**src/rtl/int_add_issue_arbiter.sv**
```systemverilog
// Round-robin issue arbiter in front of the shared integer adder: tracks uops through the
// adder latency and queues results with requester id/tag, using credits so the queue never overflows.
module int_add_issue_arbiter #(
  parameter int NUM_REQ     = 2,
  parameter int DATA_WIDTH  = 32,
  parameter int IMM_WIDTH   = 21,
  parameter int TAG_WIDTH   = 4,
  parameter int ADD_LATENCY = 1,
  parameter int RSP_DEPTH   = ADD_LATENCY + 2
) (
  input  logic                            clk,
  input  logic                            reset,
  input  logic [NUM_REQ-1:0]              req_valid,
  output logic [NUM_REQ-1:0]              req_ready,
  input  logic [2*NUM_REQ-1:0]            req_add_type,
  input  logic [DATA_WIDTH*NUM_REQ-1:0]   req_src1,
  input  logic [DATA_WIDTH*NUM_REQ-1:0]   req_src2,
  input  logic [IMM_WIDTH*NUM_REQ-1:0]    req_imm,
  input  logic [TAG_WIDTH*NUM_REQ-1:0]    req_tag,
  output logic                            add_uop_valid,
  output logic [1:0]                      add_type,
  output logic [DATA_WIDTH-1:0]           add_src1,
  output logic [DATA_WIDTH-1:0]           add_src2,
  output logic [IMM_WIDTH-1:0]            add_imm,
  input  logic [DATA_WIDTH-1:0]           add_value,
  output logic                            rsp_valid,
  input  logic                            rsp_ready,
  output logic [$clog2(NUM_REQ)-1:0]      rsp_id,
  output logic [TAG_WIDTH-1:0]            rsp_tag,
  output logic [DATA_WIDTH-1:0]           rsp_value
);

  localparam int ID_W   = $clog2(NUM_REQ);
  localparam int PTR_W  = (RSP_DEPTH > 1) ? $clog2(RSP_DEPTH) : 1;
  localparam int CRED_W = $clog2(RSP_DEPTH + 1);
  localparam logic [CRED_W-1:0] CRED_MAX = CRED_W'(RSP_DEPTH);

  logic [ID_W-1:0]       rr_ptr_q, rr_ptr_d;
  logic [CRED_W-1:0]     credits_q, credits_d;
  logic [ADD_LATENCY-1:0] trk_valid_q, trk_valid_d;
  logic [ID_W-1:0]       trk_id_q [ADD_LATENCY];
  logic [ID_W-1:0]       trk_id_d [ADD_LATENCY];
  logic [TAG_WIDTH-1:0]  trk_tag_q [ADD_LATENCY];
  logic [TAG_WIDTH-1:0]  trk_tag_d [ADD_LATENCY];
  logic [DATA_WIDTH-1:0] mem_value_q [RSP_DEPTH];
  logic [DATA_WIDTH-1:0] mem_value_d [RSP_DEPTH];
  logic [ID_W-1:0]       mem_id_q [RSP_DEPTH];
  logic [ID_W-1:0]       mem_id_d [RSP_DEPTH];
  logic [TAG_WIDTH-1:0]  mem_tag_q [RSP_DEPTH];
  logic [TAG_WIDTH-1:0]  mem_tag_d [RSP_DEPTH];
  logic [PTR_W-1:0]      wr_ptr_q, wr_ptr_d, rd_ptr_q, rd_ptr_d;
  logic [CRED_W-1:0]     count_q, count_d;

  logic            fire, push, pop;
  logic [ID_W-1:0] gnt_id, idx;

  function automatic logic [PTR_W-1:0] ptr_inc(input logic [PTR_W-1:0] p);
    return (p == PTR_W'(RSP_DEPTH - 1)) ? '0 : p + PTR_W'(1);
  endfunction

  // Grant the first valid requester at or after rr_ptr, only while a result slot is reserved-free.
  always_comb begin
    req_ready = '0;
    fire      = 1'b0;
    gnt_id    = '0;
    idx       = '0;
    if (!reset && credits_q != '0) begin
      for (int k = 0; k < NUM_REQ; k++) begin
        idx = ID_W'((int'(rr_ptr_q) + k) % NUM_REQ);
        if (!fire && req_valid[idx]) begin
          fire   = 1'b1;
          gnt_id = idx;
        end
      end
    end
    if (fire) req_ready[gnt_id] = 1'b1;
  end

  always_comb begin
    add_uop_valid = fire;
    add_type      = '0;
    add_src1      = '0;
    add_src2      = '0;
    add_imm       = '0;
    if (fire) begin
      add_type = req_add_type[gnt_id*2 +: 2];
      add_src1 = req_src1[gnt_id*DATA_WIDTH +: DATA_WIDTH];
      add_src2 = req_src2[gnt_id*DATA_WIDTH +: DATA_WIDTH];
      add_imm  = req_imm[gnt_id*IMM_WIDTH +: IMM_WIDTH];
    end
  end

  assign push      = trk_valid_q[ADD_LATENCY-1];
  assign rsp_valid = (count_q != '0);
  assign pop       = rsp_valid & rsp_ready;
  assign rsp_id    = mem_id_q[rd_ptr_q];
  assign rsp_tag   = mem_tag_q[rd_ptr_q];
  assign rsp_value = mem_value_q[rd_ptr_q];

  always_comb begin
    rr_ptr_d  = fire ? ID_W'((int'(gnt_id) + 1) % NUM_REQ) : rr_ptr_q;

    credits_d = credits_q;
    if (fire && !pop)      credits_d = credits_q - CRED_W'(1);
    else if (pop && !fire) credits_d = credits_q + CRED_W'(1);

    trk_valid_d    = trk_valid_q;
    trk_id_d       = trk_id_q;
    trk_tag_d      = trk_tag_q;
    trk_valid_d[0] = fire;
    trk_id_d[0]    = gnt_id;
    trk_tag_d[0]   = fire ? req_tag[gnt_id*TAG_WIDTH +: TAG_WIDTH] : '0;
    for (int i = 1; i < ADD_LATENCY; i++) begin
      trk_valid_d[i] = trk_valid_q[i-1];
      trk_id_d[i]    = trk_id_q[i-1];
      trk_tag_d[i]   = trk_tag_q[i-1];
    end

    // The adder result is valid exactly when the last tracker stage is, so capture it then.
    mem_value_d = mem_value_q;
    mem_id_d    = mem_id_q;
    mem_tag_d   = mem_tag_q;
    wr_ptr_d    = wr_ptr_q;
    rd_ptr_d    = rd_ptr_q;
    if (push) begin
      mem_value_d[wr_ptr_q] = add_value;
      mem_id_d[wr_ptr_q]    = trk_id_q[ADD_LATENCY-1];
      mem_tag_d[wr_ptr_q]   = trk_tag_q[ADD_LATENCY-1];
      wr_ptr_d              = ptr_inc(wr_ptr_q);
    end
    if (pop) rd_ptr_d = ptr_inc(rd_ptr_q);

    case ({push, pop})
      2'b10:   count_d = count_q + CRED_W'(1);
      2'b01:   count_d = count_q - CRED_W'(1);
      default: count_d = count_q;
    endcase
  end

  always_ff @(posedge clk) begin
    if (reset) begin
      rr_ptr_q    <= '0;
      credits_q   <= CRED_MAX;
      trk_valid_q <= '0;
      for (int i = 0; i < ADD_LATENCY; i++) begin
        trk_id_q[i]  <= '0;
        trk_tag_q[i] <= '0;
      end
      for (int i = 0; i < RSP_DEPTH; i++) begin
        mem_value_q[i] <= '0;
        mem_id_q[i]    <= '0;
        mem_tag_q[i]   <= '0;
      end
      wr_ptr_q <= '0;
      rd_ptr_q <= '0;
      count_q  <= '0;
    end else begin
      rr_ptr_q    <= rr_ptr_d;
      credits_q   <= credits_d;
      trk_valid_q <= trk_valid_d;
      trk_id_q    <= trk_id_d;
      trk_tag_q   <= trk_tag_d;
      mem_value_q <= mem_value_d;
      mem_id_q    <= mem_id_d;
      mem_tag_q   <= mem_tag_d;
      wr_ptr_q    <= wr_ptr_d;
      rd_ptr_q    <= rd_ptr_d;
      count_q     <= count_d;
    end
  end

  always_ff @(posedge clk) begin
    if (!reset) begin
      assert (credits_q <= CRED_MAX);
      assert (!(fire && !pop && credits_q == '0));
      assert (!(push && !pop && count_q == CRED_MAX));
    end
  end

endmodule

```
**config.mk**
```make
export PLATFORM = sky130hd
export DESIGN_NAME = int_add_issue_arbiter
export DESIGN_NICKNAME = d
export VERILOG_FILES = /design/src/rtl/int_add_issue_arbiter.sv
export SDC_FILE = /design/constraint.sdc
export NUM_CORES = 1
export LEC_CHECK = 0
export CAP_MARGIN = 0
export CORE_AREA = 5 5 209 130
export CTS_CLUSTER_DIAMETER = 60
export CTS_CLUSTER_SIZE = 28
export DETAILED_ROUTE_END_ITERATION = 12
export DIE_AREA = 0 0 214 135
export HOLD_SLACK_MARGIN = 0.08
export PLACE_DENSITY = 0.65
export REMOVE_ABC_BUFFERS = 1
export SLEW_MARGIN = 10
export SYNTH_ARGS = -nofsm -noshare
export SYNTH_HDL_FRONTEND = slang
export SYNTH_SLANG_ARGS = --single-unit
```
**constraint.sdc**
```tcl
create_clock -name clk -period 2.3 [get_ports clk]
set_clock_uncertainty 0.2 [all_clocks]
set_input_delay 0.23 -clock clk [delete_from_list [all_inputs] [get_ports clk]]
set_output_delay 0.23 -clock clk [all_outputs]
set_load 0.01 [all_outputs]
```
==> impl_results.rst, run 1 <==
.. list-table::
   :header-rows: 1

   * - Metric
     - Value
   * - Result of the run
     - finished, violations left
   * - Failing checks
     - negative setup slack
   * - Antenna-violating nets left
     - 0
   * - Clock buffers created by TritonCTS
     - 17
   * - Clock latency reported for the late side of the worst-skew pair
     - 0.41 ns
   * - Slew Viols, Final
     - 0
   * - Final WS setup
     - -0.0367 ns
   * - Cell variety after synth
     - 33
   * - Slew at the pin closest to its max-slew limit
     - 0.690 ns
   * - Hold path depth
     - 2
   * - Max FO, Critical Path
     - 6
   * - Buffer depth of the longest clock path
     - 2
   * - Synth Area in XOR/XNOR
     - 0.00570
   * - Setup repair after global routing missed its margin
     - yes
   * - Starting utilization of the core area
     - 0.246
   * - Setup slack, reg-to-reg
     - 0.09 ns
   * - Required time at the worst-slack endpoint
     - 1.87 ns
   * - Final worst path period need
     - 2.34 ns
   * - Residual DRC count
     - 0
   * - Worst reg2reg endpoint
     - credits_q[1]
   * - Detailed-router iteration count before antenna repair
     - 5
   * - HPWL Detailed
     - 21300 um
   * - Avg Inst Size Synth
     - 7.90 sq um
   * - Final hold viol count
     - 0
   * - Start of the worst register-to-register path
     - credits_q[0]
   * - First-pass GRT wire length
     - 41200 um
   * - Worst min-delay path endpoint
     - trk_tag_q[3]
   * - Leakage power
     - 4.30 nW
   * - Multiplexer area fraction after synthesis
     - 0.0603
   * - Grt met2 use
     - 0.287
   * - Net switching power
     - 2.22 mW
   * - Drt total wl
     - 28200 um
   * - Number of ports placed on the die boundary
     - 347
   * - Relative max-transition margin
     - 0.540
   * - Buffers & Inverters on Critical Path
     - 4
   * - Fmax
     - 0.428 GHz
   * - Die area
     - 28900 sq um
   * - Global route hottest layer
     - met2
   * - Sum of negative setup slack
     - -0.179 ns
   * - Fraction of power consumed by combinational cells
     - 0.321
   * - Number of max-cap violations
     - 0
   * - Nature of the critical path endpoint
     - output port
   * - X dimension of the die
     - 214 um
   * - Core region area
     - 24900 sq um
   * - Switching portion of total power
     - 0.296
   * - Mean routed wirelength per cell
     - 19.0 um
   * - Count of state elements after synthesis
     - 126
   * - Via/cell ratio
     - 4.65
   * - Dominant combinational cell family by area after synthesis
     - compound AO/OA/AOI/OAI gates
   * - P_int
     - 5.29 mW
   * - Clock Pin Slew Worst Setup and Hold Paths
     - 0.06 ns
   * - Slowest cell delay on critical path
     - 0.32 ns
   * - H-tree levels
     - 4
   * - Nature of the critical path startpoint
     - register
   * - Chain of cells forming the critical path
     - o21ba_4 -> and3_4 -> buf_12 -> buf_6 -> buf_6 -> a22o_1 -> buf_6
   * - Global routing met1 resource utilization
     - 0.253
   * - Core Util, Final
     - 0.424
   * - Port bufs
     - 346
   * - Via count of the first global-routing pass
     - 6633
   * - Cell area after technology mapping
     - 6140 sq um
   * - Number of nets in the layout
     - 1361
   * - Simple-gate area share of the yosys netlist
     - 0.185
   * - Post-synthesis cell count
     - 778
   * - Antenna violations before repair
     - 8
   * - Category of the most critical setup path
     - reg2out
   * - CTS tree
     - done
   * - Tightest Hold Check Type
     - in2reg
   * - Largest vdd supply drop
     - 430 uV
   * - Part of the total power dissipated in sequential elements
     - 0.325
   * - Met3 Use GR
     - 0.0580
   * - Die extent in y
     - 135 um
   * - Global routing usage summed across all routing layers
     - 0.185
   * - Total number of vias
     - 6905
   * - Post-synthesis sequential area ratio
     - 0.411
   * - Synth-to-Final Area Change
     - 72.2%
   * - Most common cell on crit path
     - buf_6
   * - Clock tree root buffer cell
     - clkbuf_16
   * - Number of fill cells
     - 2481
   * - Post-route clock period utilization
     - 1.02
   * - Sinks on the clock net
     - 126
   * - Final setup violation count
     - 11
   * - Adder-cell share of the synthesized area
     - 0.00407
   * - Launch instance of the worst min-delay path
     - req_tag[7]
   * - Area fraction in compound gates after synthesis
     - 0.267
   * - Routability cong.
     - 0.920
   * - Cell Rows
     - 45
   * - Share of post-route cells with drive strength above 1
     - 0.176
   * - Global route total overflow
     - 0
   * - Library cell contributing the largest single delay on the critical path
     - dfxtp_2
   * - Yosys warnings
     - 0
   * - Total power per unit cell area
     - 710 nW/um^2
   * - Critical path data arrival time
     - 1.91 ns
   * - Pin count of the biggest net entering global routing
     - 66
   * - Drt initial violations
     - 359
   * - R2R depth
     - 8
   * - Cell family with most CP delay
     - buffers and inverters
   * - Share of total power in the clock network
     - 0.354
[area by class of cell]
| cell class | count | area (sq um) | share of cell area |
|---|---|---|---|
| Sequential cell | 126 | 2530 | 0.239 |
| Tap cell | 329 | 412 | 0.0389 |
| Timing Repair Buffer | 413 | 3800 | 0.359 |
| Inverter | 2 | 7.51 | 0.000709 |
| Clock inverter | 11 | 115 | 0.0109 |
| Clock buffer | 21 | 470 | 0.0445 |
| Multi-Input combinational cell | 580 | 3240 | 0.306 |
| Antenna cell | 2 | 5.00 | 0.000473 |
[power groups by stage]
stage          clock network, mW  logic [mW]  registers [mW]
2_1_floorplan                  0       0.884            2.56
3_3_place_gp                   0        2.42            2.49
3_5_place_dp                   0        2.43            2.50
4_1_cts                     2.71        2.36            2.44
5_1_grt                     2.83        2.57            2.46
6_report                    2.66        2.41            2.44
[flip-flops by register name, indices dropped and copies added, names as in the netlist, 2 cells and up]
register     cells
wr_ptr_q         2
trk_tag_q        4
credits_q        2
mem_id_q         3
rd_ptr_q         2
count_q          2
mem_value_q     96
mem_tag_q       12
[cells by family after synthesis]
logic type      Yosys count
simple gates            285
compound gates          252
flops                   126
buf+inv                  72
mux                      37
xor+xnor                  4
fa+ha+maj                 2
[cells in the mapped netlist, drive strengths merged]
library cell,number,area share
a21oi,116,0.094
a22o,91,0.13
a2bb2oi,1,0.0014
and3,3,0.0039
and3b,2,0.0029
buf,51,0.055
clkbuf,19,0.012
dfxtp,126,0.41
ha,2,0.0041
inv,2,0.0012
mux2i,37,0.060
nand2,262,0.16
nand2b,2,0.0020
nand3b,2,0.0024
nor2,5,0.0031
nor2b,1,0.0010
nor3,1,0.00081
nor3b,1,0.0012
o21a,2,0.0024
o21ai,23,0.019
o21ba,1,0.0016
o22ai,18,0.018
or2,1,0.0010
or3,2,0.0020
or3b,3,0.0043
xnor2,2,0.0029
xor2,2,0.0029
[repair_timing]
action	4_1_cts	5_1_grt
cloned	1	1
pin swaps	3	30
resized for setup	382	32
setup buffers	7	9
hold buffers	1	0
endpoints found under the setup margin	123	61
endpoints found under the hold margin	1	0
[routing by layer]
metal | vias up | wire [um]
li1 | 3430 | -
met3 | 38 | 1800
met4 | 12 | 455
met1 | 3226 | 13100
met2 | 199 | 12800
met5 | - | 89
[stage by stage]
| step | hold WS [ns] | std cells | setup WS [ns] | total power [mW] | cell area [sq um] |
|---|---|---|---|---|---|
| after global placement | 0.241 | 1433 | -0.233 | 4.91 | 10200 |
| after global routing | 0.206 | 1484 | -0.0996 | 7.86 | 10600 |
| final | 0.203 | 1484 | -0.0367 | 7.51 | 10600 |
| after detailed placement | 0.247 | 1433 | -0.266 | 4.93 | 10200 |
| after CTS | 0.124 | 1474 | -0.104 | 7.52 | 10500 |
| after floorplan | 0.0991 | 708 | -0.864 | 3.44 | 5730 |
[how the worst max path moves through the flow]
stage	startpoint	end	cells past startpoint	slack [ns]
after global routing	credits_q[0]	add_src2[25]	7	-0.1
after CTS	credits_q[1]	add_src2[22]	7	-0.10
after floorplan	rd_ptr_q[0]	rsp_tag[0]	3	-0.86
after global placement	req_valid[0]	add_imm[14]	7	-0.23
final	credits_q[0]	add_src2[25]	7	-0.04
after detailed placement	req_valid[0]	add_src1[19]	7	-0.27
[cell usage in the layout, fill, tap and decap left out, types with 5 or more instances in the layout]
| cell | Yosys | layout |
|---|---|---|
| a21oi_1 | 116 | 116 |
| a22o_1 | 91 | 91 |
| buf_12 | 0 | 12 |
| buf_2 | 28 | 72 |
| buf_4 | 12 | 47 |
| buf_6 | 9 | 20 |
| clkbuf_16 | 0 | 18 |
| clkdlybuf4s50_1 | 0 | 219 |
| clkinv_2 | 0 | 6 |
| dfxtp_1 | 126 | 123 |
| dlygate4sd2_1 | 0 | 31 |
| dlymetal6s2s_1 | 0 | 7 |
| mux2i_1 | 37 | 35 |
| nand2_1 | 262 | 262 |
| nor2_1 | 5 | 5 |
| o21ai_0 | 22 | 15 |
| o21ai_1 | 1 | 7 |
| o22ai_1 | 18 | 18 |
(Power assumes the default switching activity.)
==> run 2: changes to the inputs <==
Settings changed: SKIP_LAST_GASP from default to 1.
==> impl_results.rst, run 2 (synthesis results as in run 1) <==
.. list-table::
   :header-rows: 1

   * - Metric
     - Value
   * - Buffer depth of the longest clock path
     - 2 (unchanged)
   * - Drt total wl
     - 28300 um (was 28200 um)
   * - Fmax
     - 0.425 GHz (was 0.428 GHz)
   * - Tightest Hold Check Type
     - in2reg (unchanged)
   * - HPWL Detailed
     - 21300 um (unchanged)
   * - Setup repair after global routing missed its margin
     - yes (unchanged)
   * - Die extent in y
     - 135 um (unchanged)
   * - Number of ports placed on the die boundary
     - 347 (unchanged)
   * - Total number of vias
     - 6857 (was 6905)
   * - Critical path data arrival time
     - 1.93 ns (was 1.91 ns)
   * - Register area
     - 2530 sq um (unchanged)
   * - Routability cong.
     - 0.920 (unchanged)
   * - Cell Rows
     - 45 (unchanged)
   * - Clock Pin Slew Worst Setup and Hold Paths
     - 0.06 ns (about the same)
   * - Largest reg by FF count
     - mem_value_q (unchanged)
   * - Drt initial violations
     - 367 (was 359)
   * - Slew Viols, Final
     - 0 (unchanged)
   * - First-pass GRT wire length
     - 41200 um (about the same)
   * - CTS tree
     - done (unchanged)
   * - Final hold viol count
     - 0 (unchanged)
   * - Pin count of the biggest net entering global routing
     - 66 (unchanged)
   * - Final setup violation count
     - 9 (was 11)
   * - Failing checks
     - negative setup slack (unchanged)
   * - Number of flip-flops under the largest register name
     - 96 (unchanged)
   * - Synth-to-Final Area Change
     - 73.4% (was 72.2%)
   * - Final worst path period need
     - 2.36 ns (was 2.34 ns)
   * - Required time at the worst-slack endpoint
     - 1.87 ns (about the same)
   * - Commonest non-fill, non-tap cell in the layout
     - nand2_1 (unchanged)
   * - Mean routed wirelength per cell
     - 19.1 um (was 19.0 um)
   * - Share of total power in the clock network
     - 0.353 (was 0.354)
   * - Clock buffers created by TritonCTS
     - 17 (unchanged)
   * - Total power per unit cell area
     - 708 nW/um^2 (was 710 nW/um^2)
   * - Largest vdd supply drop
     - 429 uV (was 430 uV)
   * - Fraction of power consumed by combinational cells
     - 0.324 (was 0.321)
   * - Number of fill cells
     - 2483 (was 2481)
   * - Share of post-route cells with drive strength above 1
     - 0.177 (was 0.176)
   * - Post-route clock period utilization
     - 1.02 (about the same)
   * - X dimension of the die
     - 214 um (unchanged)
   * - Relative max-transition margin
     - 0.541 (was 0.540)
   * - Antenna violations before repair
     - 8 (unchanged)
   * - Result of the run
     - finished, violations left (unchanged)
   * - Via count of the first global-routing pass
     - 6636 (was 6633)
   * - H-tree levels
     - 4 (unchanged)
   * - Category of the most critical setup path
     - reg2out (unchanged)
   * - Nature of the critical path endpoint
     - output port (unchanged)
   * - Regs by FF count
     - mem_value_q (96), mem_tag_q (12), trk_tag_q (4) (unchanged)
   * - Number of nets in the layout
     - 1362 (was 1361)
   * - Core region area
     - 24900 sq um (unchanged)
   * - Part of the total power dissipated in sequential elements
     - 0.323 (was 0.325)
   * - Pre-CTS WS
     - -0.266 ns (unchanged)
   * - Max FO, Critical Path
     - 8 (was 6)
   * - Leakage power
     - 4.32 nW (was 4.30 nW)
   * - Global route total overflow
     - 0 (unchanged)
   * - Most frequent cells in the layout
     - nand2_1, clkdlybuf4s50_1, dfxtp_1, a21oi_1, a22o_1 (unchanged)
   * - Number of max-cap violations
     - 0 (unchanged)
   * - Net switching power
     - 2.23 mW (was 2.22 mW)
   * - Residual DRC count
     - 0 (unchanged)
   * - Port bufs
     - 346 (unchanged)
   * - Switching portion of total power
     - 0.296 (about the same)
   * - Nature of the critical path startpoint
     - register (unchanged)
   * - Clock tree root buffer cell
     - clkbuf_16 (unchanged)
   * - Min Hold Slack
     - 0.202 ns (was 0.203 ns)
   * - P_int
     - 5.31 mW (was 5.29 mW)
   * - Sinks on the clock net
     - 126 (unchanged)
   * - Die area
     - 28900 sq um (unchanged)
   * - Total area of multi-input combinational cells
     - 3240 sq um (unchanged)
   * - Slew at the pin closest to its max-slew limit
     - 0.688 ns (was 0.690 ns)
   * - Antenna-violating nets left
     - 0 (unchanged)
   * - Via/cell ratio
     - 4.62 (was 4.65)
   * - Clock latency reported for the late side of the worst-skew pair
     - 0.41 ns (about the same)
   * - Final WS setup
     - -0.0553 ns (was -0.0367 ns)
   * - Global routing usage summed across all routing layers
     - 0.185 (about the same)
   * - Starting utilization of the core area
     - 0.246 (unchanged)
   * - Core Util, Final
     - 0.427 (was 0.424)
   * - Detailed-router iteration count before antenna repair
     - 4 (was 5)
-- run 2: cell count changes in the layout (fill, tap and decap cells not counted), sizes merged --
| cell | delta |
|---|---|
| clkbuf | +1 |
| dlymetal6s2s | -1 |
| clkdlybuf4s50 | +1 |
-- run 2: worst paths after layout --
kind                   startpoint         endpoint  slack, ns  depth (start not counted)
setup reg to reg     credits_q[0]     credits_q[1]       0.09                          8
hold reg to reg   mem_value_q[80]  mem_value_q[80]       0.25                          2
setup / recovery     credits_q[0]     add_src2[25]      -0.06                          7
hold / removal         req_tag[7]     trk_tag_q[3]       0.20                          2
-- run 2: worst max-delay path, stage by stage (launching register included) --
cell and delay, ns:
dfxtp_2 0.32, o21ba_4 0.22, and3_4 0.21, buf_12 0.16, buf_8 0.13, buf_6 0.12
a22o_1 0.22, buf_6 0.13
-- run 2: through the flow --
| step | TNS [ns] | power [mW] | cell area, sq um | std cells |
|---|---|---|---|---|
| 2_1_floorplan | -118.02 | 3.44 | 5730 | 708 |
| 3_3_place_gp | -15.36 | 4.91 | 10200 | 1433 |
| 3_5_place_dp | -18.68 | 4.93 | 10200 | 1433 |
| 4_1_cts | -2.12 | 7.53 | 10500 | 1474 |
| 5_1_grt | -1.40 | 7.89 | 10700 | 1485 |
| 6_report | -0.292 | 7.55 | 10700 | 1485 |
-- run 2: power groups by stage --
stage	combinational (mW)	sequential, mW	clock [mW]
floorplan	0.884	2.56	0
global placement	2.42	2.49	0
detailed placement	2.43	2.50	0
CTS	2.37	2.44	2.71
global route	2.60	2.46	2.83
finish	2.44	2.44	2.66
-- run 2: layer usage --
metal | vias up | global-route usage | part of all wire
met5 | - | 0 | 0.0029
met4 | 12 | 0.0418 | 0.016
met3 | 36 | 0.0580 | 0.061
met2 | 199 | 0.287 | 0.45
met1 | 3173 | 0.253 | 0.47
li1 | 3437 | - | -
-- run 2: area by class of cell --
type                       count  area share
multi-input combinational    580       0.304
timing repair buffer         414       0.364
inverter                       2    0.000705
antenna                        2    0.000470
tap                          329      0.0386
clock inverter                11      0.0108
clock buffer                  21      0.0442
sequential                   126       0.237
-- run 2: timing repair --
item,in CTS,in global routing
setup endpoints to repair,123,70
pin swaps,1,40
endpoints found under the hold margin,1,0
buffers inserted,7,8
resized for setup,362,57
cloned,1,2
hold buffers,1,0
